**src/rtl/id_ex_stage.sv**
```systemverilog
// ID/EX pipeline register: captures decoded fields and register-file operands,
// folds in a same-cycle write-back, and inserts load-use bubbles.
module id_ex_stage #(
    parameter int XLEN  = 32,
    parameter int CNT_W = 16
) (
    input  logic             clk,
    input  logic             rst_n,
    input  logic             id_valid,
    input  logic [XLEN-1:0]  id_pc,
    input  logic [4:0]       id_rs1_addr,
    input  logic [4:0]       id_rs2_addr,
    input  logic             id_rs1_used,
    input  logic             id_rs2_used,
    input  logic [4:0]       id_rd_addr,
    input  logic [XLEN-1:0]  id_imm,
    input  logic [7:0]       id_ctrl,
    input  logic [XLEN-1:0]  rs1_rdata,
    input  logic [XLEN-1:0]  rs2_rdata,
    input  logic             wb_we,
    input  logic [4:0]       wb_rd_addr,
    input  logic [XLEN-1:0]  wb_wdata,
    input  logic             flush,
    input  logic             ex_hold,
    output logic             load_use_stall,
    output logic             ex_valid,
    output logic [XLEN-1:0]  ex_pc,
    output logic [XLEN-1:0]  ex_imm,
    output logic [XLEN-1:0]  ex_rs1_data,
    output logic [XLEN-1:0]  ex_rs2_data,
    output logic [4:0]       ex_rs1_addr,
    output logic [4:0]       ex_rs2_addr,
    output logic [4:0]       ex_rd_addr,
    output logic [7:0]       ex_ctrl,
    output logic [CNT_W-1:0] bubble_count
);

    localparam int CTRL_MEM_READ = 6;

    logic             ex_valid_q,     ex_valid_d;
    logic [XLEN-1:0]  ex_pc_q,        ex_pc_d;
    logic [XLEN-1:0]  ex_imm_q,       ex_imm_d;
    logic [XLEN-1:0]  ex_rs1_data_q,  ex_rs1_data_d;
    logic [XLEN-1:0]  ex_rs2_data_q,  ex_rs2_data_d;
    logic [4:0]       ex_rs1_addr_q,  ex_rs1_addr_d;
    logic [4:0]       ex_rs2_addr_q,  ex_rs2_addr_d;
    logic [4:0]       ex_rd_addr_q,   ex_rd_addr_d;
    logic [7:0]       ex_ctrl_q,      ex_ctrl_d;
    logic [CNT_W-1:0] bubble_count_q, bubble_count_d;

    logic [XLEN-1:0] rf_rdata [2];
    logic [4:0]      rs_addr  [2];
    logic [XLEN-1:0] op       [2];

    assign rf_rdata[0] = rs1_rdata;
    assign rf_rdata[1] = rs2_rdata;
    assign rs_addr[0]  = id_rs1_addr;
    assign rs_addr[1]  = id_rs2_addr;

    // The register file write lands on the same edge we capture, so forward it here.
    for (genvar gi = 0; gi < 2; gi++) begin : g_bypass
        assign op[gi] = (wb_we && (wb_rd_addr != 5'd0) && (wb_rd_addr == rs_addr[gi]))
                        ? wb_wdata : rf_rdata[gi];
    end

    logic rs1_hit, rs2_hit;
    assign rs1_hit = id_rs1_used && (id_rs1_addr == ex_rd_addr_q);
    assign rs2_hit = id_rs2_used && (id_rs2_addr == ex_rd_addr_q);

    assign load_use_stall = ex_valid_q && ex_ctrl_q[CTRL_MEM_READ] && (ex_rd_addr_q != 5'd0)
                            && id_valid && (rs1_hit || rs2_hit);

    always_comb begin
        ex_valid_d     = ex_valid_q;
        ex_pc_d        = ex_pc_q;
        ex_imm_d       = ex_imm_q;
        ex_rs1_data_d  = ex_rs1_data_q;
        ex_rs2_data_d  = ex_rs2_data_q;
        ex_rs1_addr_d  = ex_rs1_addr_q;
        ex_rs2_addr_d  = ex_rs2_addr_q;
        ex_rd_addr_d   = ex_rd_addr_q;
        ex_ctrl_d      = ex_ctrl_q;
        bubble_count_d = bubble_count_q;

        if (flush) begin
            ex_valid_d = 1'b0;
            ex_ctrl_d  = 8'd0;
        end else if (ex_hold) begin
            ex_valid_d = ex_valid_q;
        end else if (load_use_stall) begin
            ex_valid_d = 1'b0;
            ex_ctrl_d  = 8'd0;
            if (bubble_count_q != {CNT_W{1'b1}}) begin
                bubble_count_d = bubble_count_q + CNT_W'(1);
            end
        end else begin
            ex_valid_d    = id_valid;
            ex_ctrl_d     = id_valid ? id_ctrl : 8'd0;
            ex_pc_d       = id_pc;
            ex_imm_d      = id_imm;
            ex_rs1_data_d = op[0];
            ex_rs2_data_d = op[1];
            ex_rs1_addr_d = id_rs1_addr;
            ex_rs2_addr_d = id_rs2_addr;
            ex_rd_addr_d  = id_rd_addr;
        end
    end

    always_ff @(posedge clk) begin
        if (!rst_n) begin
            ex_valid_q     <= 1'b0;
            ex_pc_q        <= '0;
            ex_imm_q       <= '0;
            ex_rs1_data_q  <= '0;
            ex_rs2_data_q  <= '0;
            ex_rs1_addr_q  <= '0;
            ex_rs2_addr_q  <= '0;
            ex_rd_addr_q   <= '0;
            ex_ctrl_q      <= '0;
            bubble_count_q <= '0;
        end else begin
            ex_valid_q     <= ex_valid_d;
            ex_pc_q        <= ex_pc_d;
            ex_imm_q       <= ex_imm_d;
            ex_rs1_data_q  <= ex_rs1_data_d;
            ex_rs2_data_q  <= ex_rs2_data_d;
            ex_rs1_addr_q  <= ex_rs1_addr_d;
            ex_rs2_addr_q  <= ex_rs2_addr_d;
            ex_rd_addr_q   <= ex_rd_addr_d;
            ex_ctrl_q      <= ex_ctrl_d;
            bubble_count_q <= bubble_count_d;
        end
    end

    assign ex_valid     = ex_valid_q;
    assign ex_pc        = ex_pc_q;
    assign ex_imm       = ex_imm_q;
    assign ex_rs1_data  = ex_rs1_data_q;
    assign ex_rs2_data  = ex_rs2_data_q;
    assign ex_rs1_addr  = ex_rs1_addr_q;
    assign ex_rs2_addr  = ex_rs2_addr_q;
    assign ex_rd_addr   = ex_rd_addr_q;
    assign ex_ctrl      = ex_ctrl_q;
    assign bubble_count = bubble_count_q;

endmodule

```
**config.mk**
```make
export PLATFORM = sky130hd
export DESIGN_NAME = id_ex_stage
export DESIGN_NICKNAME = d
export VERILOG_FILES = /design/src/rtl/id_ex_stage.sv
export SDC_FILE = /design/constraint.sdc
export NUM_CORES = 1
export LEC_CHECK = 0
export BUFFER_PORTS_ARGS = -buffer_cell sky130_fd_sc_hd__buf_2
export CAP_MARGIN = 20
export CORE_AREA = 5 5 138 140
export CTS_CLUSTER_SIZE = 30
export DETAILED_ROUTE_END_ITERATION = 10
export DIE_AREA = 0 0 143 145
export PLACE_DENSITY = 0.74
export REMOVE_ABC_BUFFERS = 1
export SLEW_MARGIN = 20
export SYNTH_ARGS = -nofsm -noshare
export SYNTH_HDL_FRONTEND = slang
export SYNTH_SLANG_ARGS = --single-unit
```
**constraint.sdc**
```tcl
create_clock -name clk -period 2.4 [get_ports clk]
set_input_delay 0.36 -clock clk [delete_from_list [all_inputs] [get_ports clk]]
set_output_delay 0.36 -clock clk [all_outputs]
set_load 0.1 [all_outputs]
```
## After elaboration in Yosys (flattened, before gate mapping)

Index checks and enable logic that the tools add are counted.

| word-level totals | value |
|---|---|
| register bits | 168 |
| output and inout port bits | 169 |
| logic and storage cells | 40 |

| cells by class | value |
|---|---|
| add/sub/neg operators | 1 |
| eq/ne operators | 5 |
| multiplexer cells | 5 |
| bitwise gates (word level) | 4 |
| reduce and logical (&&, ||, !) cells | 15 |

Operator list:

| cell | number |
|---|---|
| $mux 32 | 2 |
| $eq 5x5->1 | 4 |
| $add 16x1->16 const B | 1 |
| $mux 8 | 2 |
| $ne 16x16->1 const B | 1 |
| $reduce_bool 5->1 | 2 |
| $logic_and 1x1->1 | 9 |
| $not 1->1 | 4 |
| $reduce_and 4->1 | 1 |
| $reduce_and 3->1 | 1 |
| $reduce_or 2->1 | 1 |
| $logic_or 1x1->1 | 1 |
| $mux 1 | 1 |

## Logic depth before layout (Yosys ltp)

Gate-level depths: netlist of the first run.

| depth | value |
|---|---|
| depth after elaboration | 6 |
| gate-level depth with buffers | 9 |

## Least setup slack after synthesis of the first run

No wires, ideal clock.

| timing | value |
|---|---|
| kind | register to output |
| start | reg ex_rd_addr_q[1], in the netlist ex_rd_addr[1] |
| end | out load_use_stall |
| arrival | 2.375 ns |
| data required time | 2.040 ns |
| setup slack | -0.335 ns |
| stages on the path, launching flop included | 6 |
| path through | dfxtp_1 xnor2_1 nand4_1 o22ai_2 nand2_1 inv_1 |

| on the way | value |
|---|---|
| longest elaborated chain between the ends | 4 |
| elaborated cells on any way between the ends | 9 |
| classes of those cells | eq/ne (2); reduce/logical (7) |

Ends and longest elaborated chain:

| element | RTL line | RTL |
|---|---|---|
| from (decl) | 47 | `logic [4:0] ex_rd_addr_q, ex_rd_addr_d;` |
| from (signal assigned) | 129 | `ex_rd_addr_q <= ex_rd_addr_d;` |
| $eq 5x5->1, or another cell as far along | 67 | `assign rs1_hit = id_rs1_used && (id_rs1_addr == ex_rd_addr_q);` |
| $logic_and 1x1->1 (on tied branches) | 67, 68, 70 |  |
| $logic_or 1x1->1 / $logic_and 1x1->1 (equally long branches) | 71 | `&& id_valid && (rs1_hit \|\| rs2_hit);` |
| $logic_and 1x1->1 * | 71 |  |
| to (decl) | 25 | `output logic load_use_stall,` |

Mark *: on every way between the ends. The rest lies on a longest branch, timed or not.

## Final worst setup path of the first run

| timing | value |
|---|---|
| start | reg ex_rd_addr_q[4], in the netlist ex_rd_addr[4] |
| end | out load_use_stall |

Same word-level chain as after synthesis.

==> results.yml, run 1 <==
route:
  viasPerCell: 5.02
  dr_wl_met2_um: 10700
  route.met3.wl_um: 1890
  firstDrtPassIters: 5
  wl_met1_um: 8280
  ant_nets: 0
  num_vias: 6818
  route.detailed.drc: 0
  wl_um: 21500
  drt_iter0_markers: 394
  wire_per_inst_um: 15.8
  highest_layer: "met4"
die:
  core-area_mm2: 0.0177
  start_util: 0.398
  die_w_um: 143
  rows: 49
  die_h_um: 145
  ioPinCount: 365
  die-area_mm2: 0.0207
sta:
  slew_viol_final: 0
  finalSetupViolCount: 0
  period_share: 0.939
  min_period_ns: 2.25
  fin_worst_skew_ns: 0.0123
  hold_viol_final: 0
  rsz0062_at_grt: "no"
  slew_headroom: 0.571
  worst-slew-pin-transition_ns: 0.643
  max_freq_mhz: 444
logic_synthesis:
  synth_edf_count: 0
  async_flop_share: 0
  yosysWarningCount: 0
  synth-main-ff-cell: "dfxtp_1"
  ys_seq_elements: 168
  synth_top_area_frac: 0.477
  yosysTopAreaCell: "dfxtp_1"
  ys_seq_area_frac: 0.477
  synthTopCellsByArea: "dfxtp_1, mux2i_1, a211oi_1"
  synthCells: 783
  syn_area_mm2: 0.00704
  ys_types: 41
  avgSynthCellArea_um2: 9.00
min_path:
  hold_class: "primary input to flop"
pwr:
  fin_total_pwr_mw: 7.45
  p_leak_nw: 4.18
  p_per_area_mw_per_mm2: 770
  irDropWorstVdd_v: 0.000589
grt:
  grt_usage: 0.200
  grt_pass1_vias: 6451
  grt_max_degree: 153
  grt_pass1_wl_um: 33800
  antenna_found_initial: 0
  overflow: 0
layout:
  final_net_count: 1314
  drive_above_1_share: 0.373
  antenna_cells: 0
  final_cell_area_mm2: 0.00968
  syn_to_final_growth_pct: 37.4
worst_setup_path:
  cp_slowest_cell: "dfxtp_1"
  worstPathCellList: "xnor2_1 > nand4_1 > o22ai_2 > nand2_2 > inv_1 > buf_12"
  ff2ff_setup_slack_ns: 0.33
  cpPeakStageDelay_ns: 0.47
  cp-start-kind: "flop"
  critPathTopFamily: "flip-flops"
  crit_type: "flop to output pin"
  critPathArrivalTime_ns: 1.89
  critPathRequiredTime_ns: 2.04
  path_buf_inv: 2
  crit_path_end_kind: "output pin"
  cp_max_fo: 8
clocking:
  ctsHoldBuffers: 0
  clock-sinks: 168
  cts_setup_buffers: 0
  insertion_delay_ns: 0.42
  clk_pin_slew_worst_paths_ns: 0.06
  cts_tree: "built"
  cts_buffers: 17
  htree_num_levels: 4
  max-clock-path-buffers: 2
  cts-root-buf: "clkbuf_16"
  cts_resized: 0
job:
  max_cap_viol_count: 0
placement:
  globalplace.congestion: 0.902
  dpl_cell_area_mm2: 0.00910
  io_buffers: 364
  hpwl_um: 16300
outcome:
  outcome: "finished clean"
==> per-layer routing <==
| metal | global-route usage | vias up |
|---|---|---|
| met5 | 0 | - |
| met1 | 0.237 | 3045 |
| li1 | - | 3480 |
| met2 | 0.337 | 253 |
| met4 | 0.0770 | 0 |
| met3 | 0.0642 | 40 |
==> cells by family after synthesis <==
logic type      share of synthesized area
mux                                 0.111
compound gates                      0.158
xor+xnor                           0.0249
flops                               0.477
fa+ha+maj                         0.00178
buf+inv                            0.0451
simple gates                        0.182
==> where the power goes <==
group          internal, mW  switching (mW)  leakage (nW)  total (mW)
logic                 0.371            1.40          2.52        1.77
clock network          1.48            1.20         0.280        2.68
registers              2.93          0.0749          1.38        3.00
==> registers in the layout, summed over array words and instances (netlist names), 8 cells and up <==
name,flops
ex_ctrl,8
ex_rs2_data,32
ex_pc,32
ex_imm,32
ex_rs1_data,32
bubble_count,16
==> cell usage in the layout, fill, tap and decap left out, types with 2 or more instances in the layout <==
| cell type | synthesis | final |
|---|---|---|
| a211oi_1 | 64 | 64 |
| a21oi_1 | 11 | 11 |
| a32o_1 | 8 | 8 |
| and4_1 | 2 | 2 |
| buf_12 | 0 | 9 |
| buf_2 | 26 | 362 |
| buf_4 | 4 | 10 |
| clkbuf_16 | 0 | 17 |
| clkinv_2 | 0 | 2 |
| clkinv_4 | 0 | 3 |
| clkinvlp_4 | 0 | 2 |
| dfxtp_1 | 168 | 168 |
| inv_1 | 4 | 3 |
| inv_6 | 0 | 5 |
| mux2i_1 | 78 | 78 |
| nand2_1 | 83 | 82 |
| nand2b_1 | 7 | 7 |
| nand3_1 | 76 | 76 |
| nand4_1 | 7 | 7 |
| nor2_1 | 78 | 78 |
| nor3_1 | 4 | 4 |
| nor4_4 | 2 | 2 |
| o21ai_0 | 72 | 72 |
| o311ai_0 | 2 | 2 |
| o31ai_1 | 4 | 4 |
| o41ai_1 | 4 | 4 |
| or3_1 | 2 | 2 |
| or4_1 | 7 | 7 |
| xnor2_1 | 16 | 16 |
| xor2_1 | 4 | 4 |
==> cell type report <==
class | instances | area, um^2
fillers | 1637 | 8040
inverters | 4 | 15.0
clock inverters | 14 | 136
multi-input cells | 545 | 3370
well taps | 229 | 287
flip-flops and latches | 168 | 3360
clock buffers | 18 | 439
repair buffers | 381 | 2070
==> synth_stat cells (2+ instances only) <==
library cell,count
a211oi_1,64
a21oi_1,11
a32o_1,8
and4_1,2
buf_1,6
buf_2,26
buf_4,4
clkbuf_1,29
dfxtp_1,168
inv_1,4
mux2i_1,78
nand2_1,83
nand2b_1,7
nand3_1,76
nand4_1,7
nor2_1,78
nor3_1,4
nor4_4,2
o21ai_0,72
o311ai_0,2
o31ai_1,4
o41ai_1,4
or3_1,2
or4_1,7
xnor2_1,16
xor2_1,4
==> final timing paths <==
| check | start | end | cells after the start |
|---|---|---|---|
| min reg2reg | ex_imm[25] | ex_imm[25] | 2 |
| max reg2reg | ex_rd_addr[4] | ex_rs2_data[30] | 8 |
| max | ex_rd_addr[4] | load_use_stall | 6 |
| min | flush | ex_valid | 2 |
==> per-stage QoR <==
step           hold slack, ns  worst slack [ns]  setup TNS [ns]  std cells   util
4_1_cts                 0.115            0.0406               0       1359  0.546
6_report                0.136             0.147               0       1359  0.546
5_1_grt                 0.125            0.0128               0       1359  0.546
2_1_floorplan           0.439             -5.38         -756.06        717      -
3_5_place_dp            0.447             0.255               0       1327  0.514
3_3_place_gp            0.440             0.299               0       1327  0.514
No activity file was read; power rests on OpenSTA's default activity.
==> run 2: changes to the inputs <==
--- a/config.mk
+++ b/config.mk
@@ -5,13 +5,14 @@
 export SDC_FILE = /design/constraint.sdc
 export NUM_CORES = 1
 export LEC_CHECK = 0
+export ABC_AREA = 1
 export BUFFER_PORTS_ARGS = -buffer_cell sky130_fd_sc_hd__buf_2
 export CAP_MARGIN = 20
-export CORE_AREA = 5 5 138 140
+export CORE_AREA = 5 5 139 141
 export CTS_CLUSTER_SIZE = 30
 export DETAILED_ROUTE_END_ITERATION = 10
-export DIE_AREA = 0 0 143 145
-export PLACE_DENSITY = 0.74
+export DIE_AREA = 0 0 144 146
+export PLACE_DENSITY = 0.77
 export REMOVE_ABC_BUFFERS = 1
 export SLEW_MARGIN = 20
 export SYNTH_ARGS = -nofsm -noshare
==> run 2 against run 1 <==
  * Worst hold slack better by 0.055 ns
  * Synthesized cell count is 54% higher
  * Combinational power increased by 19%
  * Core utilization increased by 2.9 points
  * Clock power decreased by 1%
  * Worst setup slack gained 0.054 ns
  * Sequential share of layout area decreased by 2.0 points
  * First-iteration DRC count up 4.6%
  * Critical path type unchanged
==> results.yml, run 2 <==
outcome:
  outcome: "finished clean"
sta:
  min_period_ns: 2.20
  fin_worst_skew_ns: 0.0154
  hold_viol_final: 0
  period_share: 0.916
  worst-slew-pin-transition_ns: 0.545
  max_freq_mhz: 455
  finalSetupViolCount: 0
  rsz0062_at_grt: "no"
  slew_headroom: 0.639
  slew_viol_final: 0
  setup_tns_ns: 0
worst_setup_path:
  cp-start-kind: "flop"
  critPathRequiredTime_ns: 2.04
  crit_type: "flop to output pin"
  path_common_cell: "nand2_1"
  cpPeakStageDelay_ns: 0.43
  worstPathCellList: "inv_2 > nand2_1 > nand2_1 > nor2_1 > nand3_1 > nand2_1 > nand2_2 > buf_4 > inv_1 > buf_12"
  critPathTopFamily: "buffers and inverters"
  path_buf_inv: 4
  cp_max_fo: 10
  r2r_cells: 11
  r2r-start: "ex_rd_addr[2]"
  ff2ff_setup_slack_ns: 0.48
  cp_slowest_cell: "dfxtp_1"
  crit_path_end_kind: "output pin"
  worstReg2RegEnd: "ex_pc[5]"
  critPathArrivalTime_ns: 1.84
placement:
  dpl_cell_area_mm2: 0.00969
  hpwl_um: 17500
  io_buffers: 364
  globalplace.congestion: 0.929
job:
  max_cap_viol_count: 0
logic_synthesis:
  yosysWarningCount: 0
  synth_top_area_frac: 0.435
  synth_common_cells: "nor2_1, nand2_1, dfxtp_1, o21ai_0, inv_1"
  avgSynthCellArea_um2: 6.41
  yosysTopAreaCell: "dfxtp_1"
  ys_seq_elements: 168
  synth-main-ff-cell: "dfxtp_1"
  syn_area_mm2: 0.00772
  synthCells: 1205
  yosysMostFrequentCell: "nor2_1"
  async_flop_share: 0
  synth_edf_count: 0
  ys_types: 22
  ys_seq_area_frac: 0.435
  synthTopCellsByArea: "dfxtp_1, nor2_1, nand2_1"
layout:
  final_cell_area_mm2: 0.0103
  layout_commonest_cell: "buf_2"
  drive_above_1_share: 0.273
  syn_to_final_growth_pct: 33.0
  layout_common_cells: "buf_2, nor2_1, nand2_1"
  final_net_count: 1733
  fillers: 1717
grt:
  grt_pass1_wl_um: 36300
  antenna_found_initial: 5
  overflow: 0
  grt_pass1_vias: 7443
  grt_usage: 0.210
  grt_max_degree: 89
route:
  wl_um: 23200
  wire_per_inst_um: 13.0
  num_vias: 8265
  viasPerCell: 4.64
  route.detailed.drc: 0
  drt_iter0_markers: 412
  firstDrtPassIters: 5
  ant_nets: 0
die:
  ioPinCount: 365
  die_w_um: 144
  die-area_mm2: 0.0210
  start_util: 0.433
  rows: 49
  die_h_um: 146
  core-area_mm2: 0.0178
pwr:
  internal-power_mw: 4.85
  combPwrFrac: 0.270
  swShare: 0.378
  p_leak_nw: 5.60
  clkPwrFrac: 0.339
  fin_total_pwr_mw: 7.79
  p_per_area_mw_per_mm2: 758
  irDropWorstVdd_v: 0.000457
  netSwitchingPower_mw: 2.94
  seq_power_share: 0.390
clocking:
  cts_buffers: 17
  cts_tree: "built"
  clock-sinks: 168
  ctsHoldBuffers: 0
  insertion_delay_ns: 0.42
  htree_num_levels: 4
  max-clock-path-buffers: 2
  cts-root-buf: "clkbuf_16"
  clk_pin_slew_worst_paths_ns: 0.07
min_path:
  worstHoldStart: "id_imm[17]"
  hold_class: "primary input to flop"
  min_to: "ex_imm[17]"
  whs_path_depth: 3
## run 2: cell count changes after synthesis, sizes merged, moves of 11 or more
| cell | before | now |
|---|---|---|
| inv | 4 | 147 |
| nor2 | 78 | 335 |
| clkbuf | 29 | 16 |
| a211oi | 64 | 0 |
| nand3 | 77 | 17 |
| xnor2 | 16 | 4 |
| buf | 37 | 48 |
| nand4 | 7 | 19 |
| o21ai | 72 | 153 |
| mux2i | 78 | 0 |
| nand2 | 83 | 274 |
## run 2: worst max path at each step
stage / start / end / slack [ns] / depth (start not counted)
2_1_floorplan: ex_rd_addr[3] / ex_imm[0] / -1.55 / 11
3_3_place_gp: id_rs2_addr[4] / ex_pc[27] / 0.39 / 12
3_5_place_dp: id_rs1_addr[0] / ex_pc[5] / 0.34 / 12
4_1_cts: ex_rd_addr[0] / load_use_stall / 0.07 / 10
5_1_grt: ex_rd_addr[3] / load_use_stall / 0.02 / 10
6_report: ex_rd_addr[2] / load_use_stall / 0.20 / 10
## run 2: what timing repair did
action,4_1_cts,5_1_grt
endpoints found under the hold margin,0,0
endpoints found under the setup margin,0,1
gates resized for setup,0,4
buffers inserted,0,0
## run 2: cell type report
type,count,area (um^2),area share
diodes,4,10.0,0.000975
multi-input cells,826,3490,0.340
clock buffers,19,443,0.0431
inverters,147,552,0.0537
flip-flops and latches,168,3370,0.328
clock inverters,12,118,0.0115
well taps,229,287,0.0279
repair buffers,376,2000,0.195
## run 2: per-stage QoR
step	utilization	hold WS (ns)	cells	setup WS, ns
final	0.576	0.191	1781	0.201
after detailed placement	0.543	0.450	1746	0.337
after floorplan	-	0.481	1141	-1.55
after CTS	0.575	0.163	1777	0.0736
after global routing	0.576	0.173	1780	0.0200
after global placement	0.543	0.451	1746	0.391
## run 2: kinds of logic (layout without fill, tap and decap cells)
logic type | after synthesis | in the layout | share of synthesized area
fa+ha+maj | 1 | 1 | 0.00162
other cells | 0 | 4 | 0
xor+xnor | 13 | 13 | 0.0147
buf+inv | 211 | 554 | 0.114
flops | 168 | 168 | 0.435
simple gates | 648 | 648 | 0.327
compound gates | 164 | 164 | 0.107
## run 2: worst min-delay path, cell delays in order
cell and delay (ns):
buf_2 0.07, o21ai_1 0.06, nor2_1 0.07
## run 2: per-layer routing
| metal | global-route usage | share of wire |
|---|---|---|
| met2 | 0.352 | 0.49 |
| met5 | 0 | 0.00086 |
| met4 | 0.0890 | 0.027 |
| met1 | 0.253 | 0.39 |
| met3 | 0.0542 | 0.098 |
## run 2: power groups by stage
stage / logic [mW] / registers, mW / clock network, mW
floorplan: 0.434 / 4.28 / 0
CTS: 2.12 / 3.04 / 2.72
finish: 2.11 / 3.04 / 2.64
global placement: 2.10 / 3.10 / 0
global route: 2.24 / 3.06 / 2.82
detailed placement: 2.11 / 3.10 / 0
